File: src/rtl/btn_debounce_repeat.sv
// Per-button synchronizer, tick-sampled debouncer and auto-repeat generator.
// All buttons share one sample tick; pulse outputs are registered.
module btn_debounce_repeat #(
  parameter int pBtnWidth      = 6,
  parameter int pMonitorTiming = 500000,
  parameter int pStableCount   = 4,
  parameter int pRepeatDelay   = 60,
  parameter int pRepeatRate    = 20
) (
  input  logic                 iCLK,
  input  logic                 iRST,
  input  logic [pBtnWidth-1:0] iBtn,
  output logic [pBtnWidth-1:0] oBtn,
  output logic [pBtnWidth-1:0] oBtnPress,
  output logic [pBtnWidth-1:0] oBtnRelease,
  output logic [pBtnWidth-1:0] oBtnRepeat,
  output logic                 oAnyPress
);

  localparam int TW   = (pMonitorTiming > 1) ? $clog2(pMonitorTiming) : 1;
  localparam int RMAX = (pRepeatDelay > pRepeatRate) ? pRepeatDelay
                                                     : pRepeatRate;
  localparam int RW   = $clog2(RMAX) + 1;

  typedef enum logic {PH_DELAY = 1'b0, PH_RATE = 1'b1} phase_e;
  typedef logic [pStableCount-1:0] hist_t;
  typedef logic [RW-1:0]           rep_t;

  logic [pBtnWidth-1:0] sync1_q, sync2_q;
  logic [TW-1:0]        tcnt_q, tcnt_d;
  logic                 tick;

  hist_t  hist_q [pBtnWidth];
  hist_t  hist_d [pBtnWidth];
  hist_t  hnext  [pBtnWidth];
  rep_t   rep_q  [pBtnWidth];
  rep_t   rep_d  [pBtnWidth];
  rep_t   repn   [pBtnWidth];
  phase_e ph_q   [pBtnWidth];
  phase_e ph_d   [pBtnWidth];

  logic [pBtnWidth-1:0] btn_q, btn_d;
  logic [pBtnWidth-1:0] prs_q, prs_d;
  logic [pBtnWidth-1:0] rel_q, rel_d;
  logic [pBtnWidth-1:0] rpt_q, rpt_d;
  logic                 any_q, any_d;

  assign tick   = (tcnt_q == TW'(pMonitorTiming - 1));
  assign tcnt_d = tick ? '0 : tcnt_q + TW'(1);

  for (genvar g = 0; g < pBtnWidth; g++) begin : g_nx
    assign hnext[g] = {hist_q[g][pStableCount-2:0], sync2_q[g]};
    assign repn[g]  = rep_q[g] + rep_t'(1);
  end

  // Tick-time decision per button; pulses default low every cycle
  always_comb begin
    btn_d = btn_q;
    prs_d = '0;
    rel_d = '0;
    rpt_d = '0;
    for (int i = 0; i < pBtnWidth; i++) begin
      hist_d[i] = hist_q[i];
      rep_d[i]  = rep_q[i];
      ph_d[i]   = ph_q[i];
      if (tick) begin
        hist_d[i] = hnext[i];
        if ((&hnext[i]) && !btn_q[i]) begin
          btn_d[i] = 1'b1;
          prs_d[i] = 1'b1;
          rpt_d[i] = 1'b1;
          rep_d[i] = '0;
          ph_d[i]  = PH_DELAY;
        end else if (!(|hnext[i]) && btn_q[i]) begin
          btn_d[i] = 1'b0;
          rel_d[i] = 1'b1;
          rep_d[i] = '0;
          ph_d[i]  = PH_DELAY;
        end else if (btn_q[i]) begin
          if (ph_q[i] == PH_DELAY &&
              repn[i] == rep_t'(pRepeatDelay)) begin
            rpt_d[i] = 1'b1;
            rep_d[i] = '0;
            ph_d[i]  = PH_RATE;
          end else if (ph_q[i] == PH_RATE &&
                       repn[i] == rep_t'(pRepeatRate)) begin
            rpt_d[i] = 1'b1;
            rep_d[i] = '0;
          end else begin
            rep_d[i] = repn[i];
          end
        end
      end
    end
    any_d = |prs_d;
  end

  always_ff @(posedge iCLK) begin
    if (iRST) begin
      sync1_q <= '0;
      sync2_q <= '0;
      tcnt_q  <= '0;
      btn_q   <= '0;
      prs_q   <= '0;
      rel_q   <= '0;
      rpt_q   <= '0;
      any_q   <= 1'b0;
      for (int i = 0; i < pBtnWidth; i++) begin
        hist_q[i] <= '0;
        rep_q[i]  <= '0;
        ph_q[i]   <= PH_DELAY;
      end
    end else begin
      sync1_q <= iBtn;
      sync2_q <= sync1_q;
      tcnt_q  <= tcnt_d;
      btn_q   <= btn_d;
      prs_q   <= prs_d;
      rel_q   <= rel_d;
      rpt_q   <= rpt_d;
      any_q   <= any_d;
      for (int i = 0; i < pBtnWidth; i++) begin
        hist_q[i] <= hist_d[i];
        rep_q[i]  <= rep_d[i];
        ph_q[i]   <= ph_d[i];
      end
    end
  end

  assign oBtn        = btn_q;
  assign oBtnPress   = prs_q;
  assign oBtnRelease = rel_q;
  assign oBtnRepeat  = rpt_q;
  assign oAnyPress   = any_q;

endmodule

File: config.mk
export PLATFORM = sky130hd
export DESIGN_NAME = btn_debounce_repeat
export DESIGN_NICKNAME = d
export VERILOG_FILES = /design/src/rtl/btn_debounce_repeat.sv
export SDC_FILE = /design/constraint.sdc
export NUM_CORES = 1
export LEC_CHECK = 0
export ABC_AREA = 1
export BUFFER_PORTS_ARGS = -buffer_cell sky130_fd_sc_hd__buf_4
export CORE_AREA = 8 8 138 140
export DETAILED_ROUTE_END_ITERATION = 7
export DIE_AREA = 0 0 146 148
export SYNTH_ARGS = -nofsm -noshare
export SYNTH_HDL_FRONTEND = slang
export SYNTH_SLANG_ARGS = --single-unit
File: constraint.sdc
create_clock -name iCLK -period 2.19 [get_ports iCLK]
set_input_delay 0.219 -clock iCLK [delete_from_list [all_inputs] [get_ports iCLK]]
set_output_delay 0.219 -clock iCLK [all_outputs]
set_load 0.03 [all_outputs]
==> results by group <==
Logic synthesis
  • Netlist Area Pre-Place: roughly 5800 um2
  • Ys async rst share: 0%
  • Top cell type's share of synthesized area: 42.4%
  • Largest area contributor in the netlist: dfxtp_1
  • Syn_nets: 848
  • FF+latch count, synth: 122
  • Synth warnings: 0
  • Most common flop cell mapped by yosys: dfxtp_1
  • EDFF count, synth: 0
  • Register area share after synthesis: between 40% and 50%
  • Mean Syn Cell Area: between 6 and 7 um2
  • Netlist cell types: 42
  • Top cells by area, synth: dfxtp_1 (42%), nand2_1 (13%), inv_1 (7.4%), nor2_1 (6.8%), a21oi_1 (5.0%)
  • Post-Syn Instances: 827

Pwr
  • Seq pwr share: between 40 and 50%
  • Logic pwr share: about 1.6%
  • Internal power: around 3900 uW
  • Tot Pwr: 5040 uW
  • PwrDens: 725 nW/um2
  • Max VDD drop: 0.589 mV
  • Clock Power Share: a little over half
  • Sw Share: between 20% and 30%
  • P_sw: ~1100 uW
  • Leakage power: about 0.0027 uW

Worst hold path
  • Hold path depth: 4
  • Hold-critical path endpoint: ph_q[4]
  • Min-delay src: iRST
  • Worst hold path type: in -> reg

Timing
  • Worst slew pin tran: ~600 ps
  • RSZ-0062 raised after global routing: false
  • Final Hold Fails: 0
  • Layout Skew: between 8 and 9 ps
  • Fraction of the cycle the final worst path needs: 89.0%
  • Setup TNS: 0 ps
  • Fmax: ~0.51 GHz
  • Setup violators final: 0
  • Max-slew violations: 0
  • Slew headroom: around three fifths
  • Final Critical Period: between 1500 and 2000 ps

Place
  • Placement-stage cell area: around 6300 um2
  • Global placer's final weighted congestion: 0.819
  • Port-buffer cells: 32
  • Detailed Place HPWL: roughly 9000 um

Clocking
  • Clk slew on worst S/H paths: ~60 ps
  • H-tree levels: 4
  • CTS tree: yes
  • CTS sink count: around 120
  • CTS root buffer: clkbuf_16
  • Cts bufs inserted: 17
  • Clock Path Buffers: 2
  • Clk_lat worst skew: 420 ps

Routing
  • Post-DR vias/cell: between 4 and 5
  • Residual DRC: 0
  • Drt first pass iters: 4
  • WL/cell: between 10 and 15 um
  • Number of nets still failing antenna checks after routing: 0
  • DR iter-0 viols: 265
  • Drt total wl: approximately 13000 um
  • DR vias: around 5200

Global routing
  • Gr usage total: around an eighth
  • First-pass GRT wire length: roughly 22000 um
  • Number of antenna violations at the first check in global routing: 0
  • Vias in the first global route: between 4000 and 5000
  • Congestion Overflow GR: 0
  • Largest net degree at the start of global routing: between 50 and 60

Critical path
  • Critical Path AT: roughly 2300 ps
  • Worst R2R End: ph_q[4]
  • Setup crit end kind: flip-flop
  • Worst EP required: between 2000 and 3000 ps
  • Crit start category: flip-flop
  • R2R Path Start: tcnt_q[0]
  • Crit Path Category: reg -> reg
  • Worst reg-to-reg setup slack: 240 ps
  • Worst r2r path cells: 9
  • Max Fanout on Critical Path: 9

Cells and area
  • Antenna fix cells: 0
  • Register area: 2440 um2
  • Commonest non-fill, non-tap cell in the layout: nand2_1
  • Final nets: 901
  • Share of cells above drive strength 1: roughly 11%
  • Filler cell count: 1792
  • Multi-input gate area: 2810 um2
  • Syn-to-layout area delta: 20.6%
  • Most frequent cells in the layout: nand2_1 (202), dfxtp_1 (122), inv_1 (114), nor2_1 (104), a21oi_1 (57)
  • Final Instance Area: slightly below 7000 um2

Run status
  • Status: finished, final reports clean

Floorplanning
  • DIE WIDTH: approximately 150 um
  • Die height: about 150 um
  • Initial Util: 34.0%
  • Rows: 48
  • # IOs: 33
  • Core area: roughly 17000 um2
  • Die area: between 20000 and 25000 um2

Run
  • Total of max-cap violations: 0
[worst max path at each step]
stage | slack, ps | startpoint | cells after the start | endpoint
floorplan | 540 | tcnt_q[0] | 8 | hist_q[0][0]
global placement | 200 | tcnt_q[0] | 8 | rep_q[3][0]
detailed placement | 60 | tcnt_q[0] | 8 | rep_q[3][0]
CTS | 50 | tcnt_q[0] | 8 | rep_q[3][6]
global route | 40 | tcnt_q[0] | 9 | ph_q[4]
finish | 240 | tcnt_q[0] | 9 | ph_q[4]
[through the flow]
stage,instances,utilization [%],worst slack (ps),hold slack [ps]
2_1_floorplan,827,-,539,326
3_3_place_gp,1078,37.1,202,393
3_5_place_dp,1078,37.1,59.8,397
4_1_cts,1116,40.9,50.4,337
5_1_grt,1118,41.0,43.5,374
6_report,1118,41.0,241,341
[synth_stat cells, types with 2 or more instances]
library cell / count
nor2_2: 6
or2_2: 4
o21bai_1: 3
o21ai_1: 3
nand4_1: 32
nand3b_1: 4
nand2_1: 202
clkbuf_1: 8
nor3_1: 14
xor2_1: 6
a31oi_1: 2
nand3_1: 57
buf_2: 6
o31ai_1: 2
o211ai_1: 5
o21ai_0: 23
a21oi_1: 57
inv_1: 114
nand2_2: 2
dfxtp_1: 122
xnor2_1: 3
inv_2: 2
nor2_1: 104
ha_1: 13
o22ai_1: 16
[power groups by stage]
stage | clock (uW) | combinational (uW) | sequential, uW
global route | 2880 | 92.3 | 2240
global placement | 0 | 75.4 | 2290
finish | 2710 | 82.1 | 2240
detailed placement | 0 | 75.0 | 2290
CTS | 2770 | 83.7 | 2240
floorplan | 0 | 47.0 | 2290
[worst max-delay path, stage by stage (launching register included)]
cell        delay, ps
dfxtp_1           350
ha_1              240
nand3_4           120
nor2_8            150
nand3_2           190
clkinvlp_4        220
nand2_1           240
o21ai_0           220
nand2_1            70
nor2_1             90
[layer usage]
layer | routed length [um] | GRT usage, %
met3 | 584 | 4.04
met1 | 6540 | 16.0
met4 | 153 | 4.12
met2 | 5740 | 19.0
met5 | 0 | 0
[timing repair]
action | CTS | global route
setup endpoints to repair | 0 | 28
resized for setup | 0 | 4
hold buffers | 6 | 0
hold endpoints to repair | 6 | 0
setup buffers | 0 | 2
[final cells by class]
cell class	count	share of cell area, %
tap	225	4.05
clock inverter	14	2.16
timing repair buffer	50	5.62
clock buffer	18	6.18
multi-input combinational	571	40.4
inverter	118	6.46
sequential	122	35.2
[kinds of logic (layout without fill, tap and decap cells)]
family / Yosys count / after routing / synth area share [%]
compound gates: 113 / 113 / 10.8
xor+xnor: 9 / 9 / 1.37
fa+ha+maj: 13 / 13 / 2.82
buf+inv: 134 / 200 / 9.10
flops: 122 / 122 / 42.4
simple gates: 436 / 436 / 33.5
[state kept, by name, indices dropped and copies added (netlist names)]
| register | cells |
|---|---|
| rep_q | 42 |
| tcnt_q | 19 |
| hist_q | 18 |
| oBtnPress | 6 |
| oBtnRelease | 6 |
| oBtnRepeat | 6 |
| oBtn | 6 |
| ph_q | 6 |
| sync1_q | 6 |
| sync2_q | 6 |
| oAnyPress | 1 |
No activity file was read; power rests on OpenSTA's default activity.
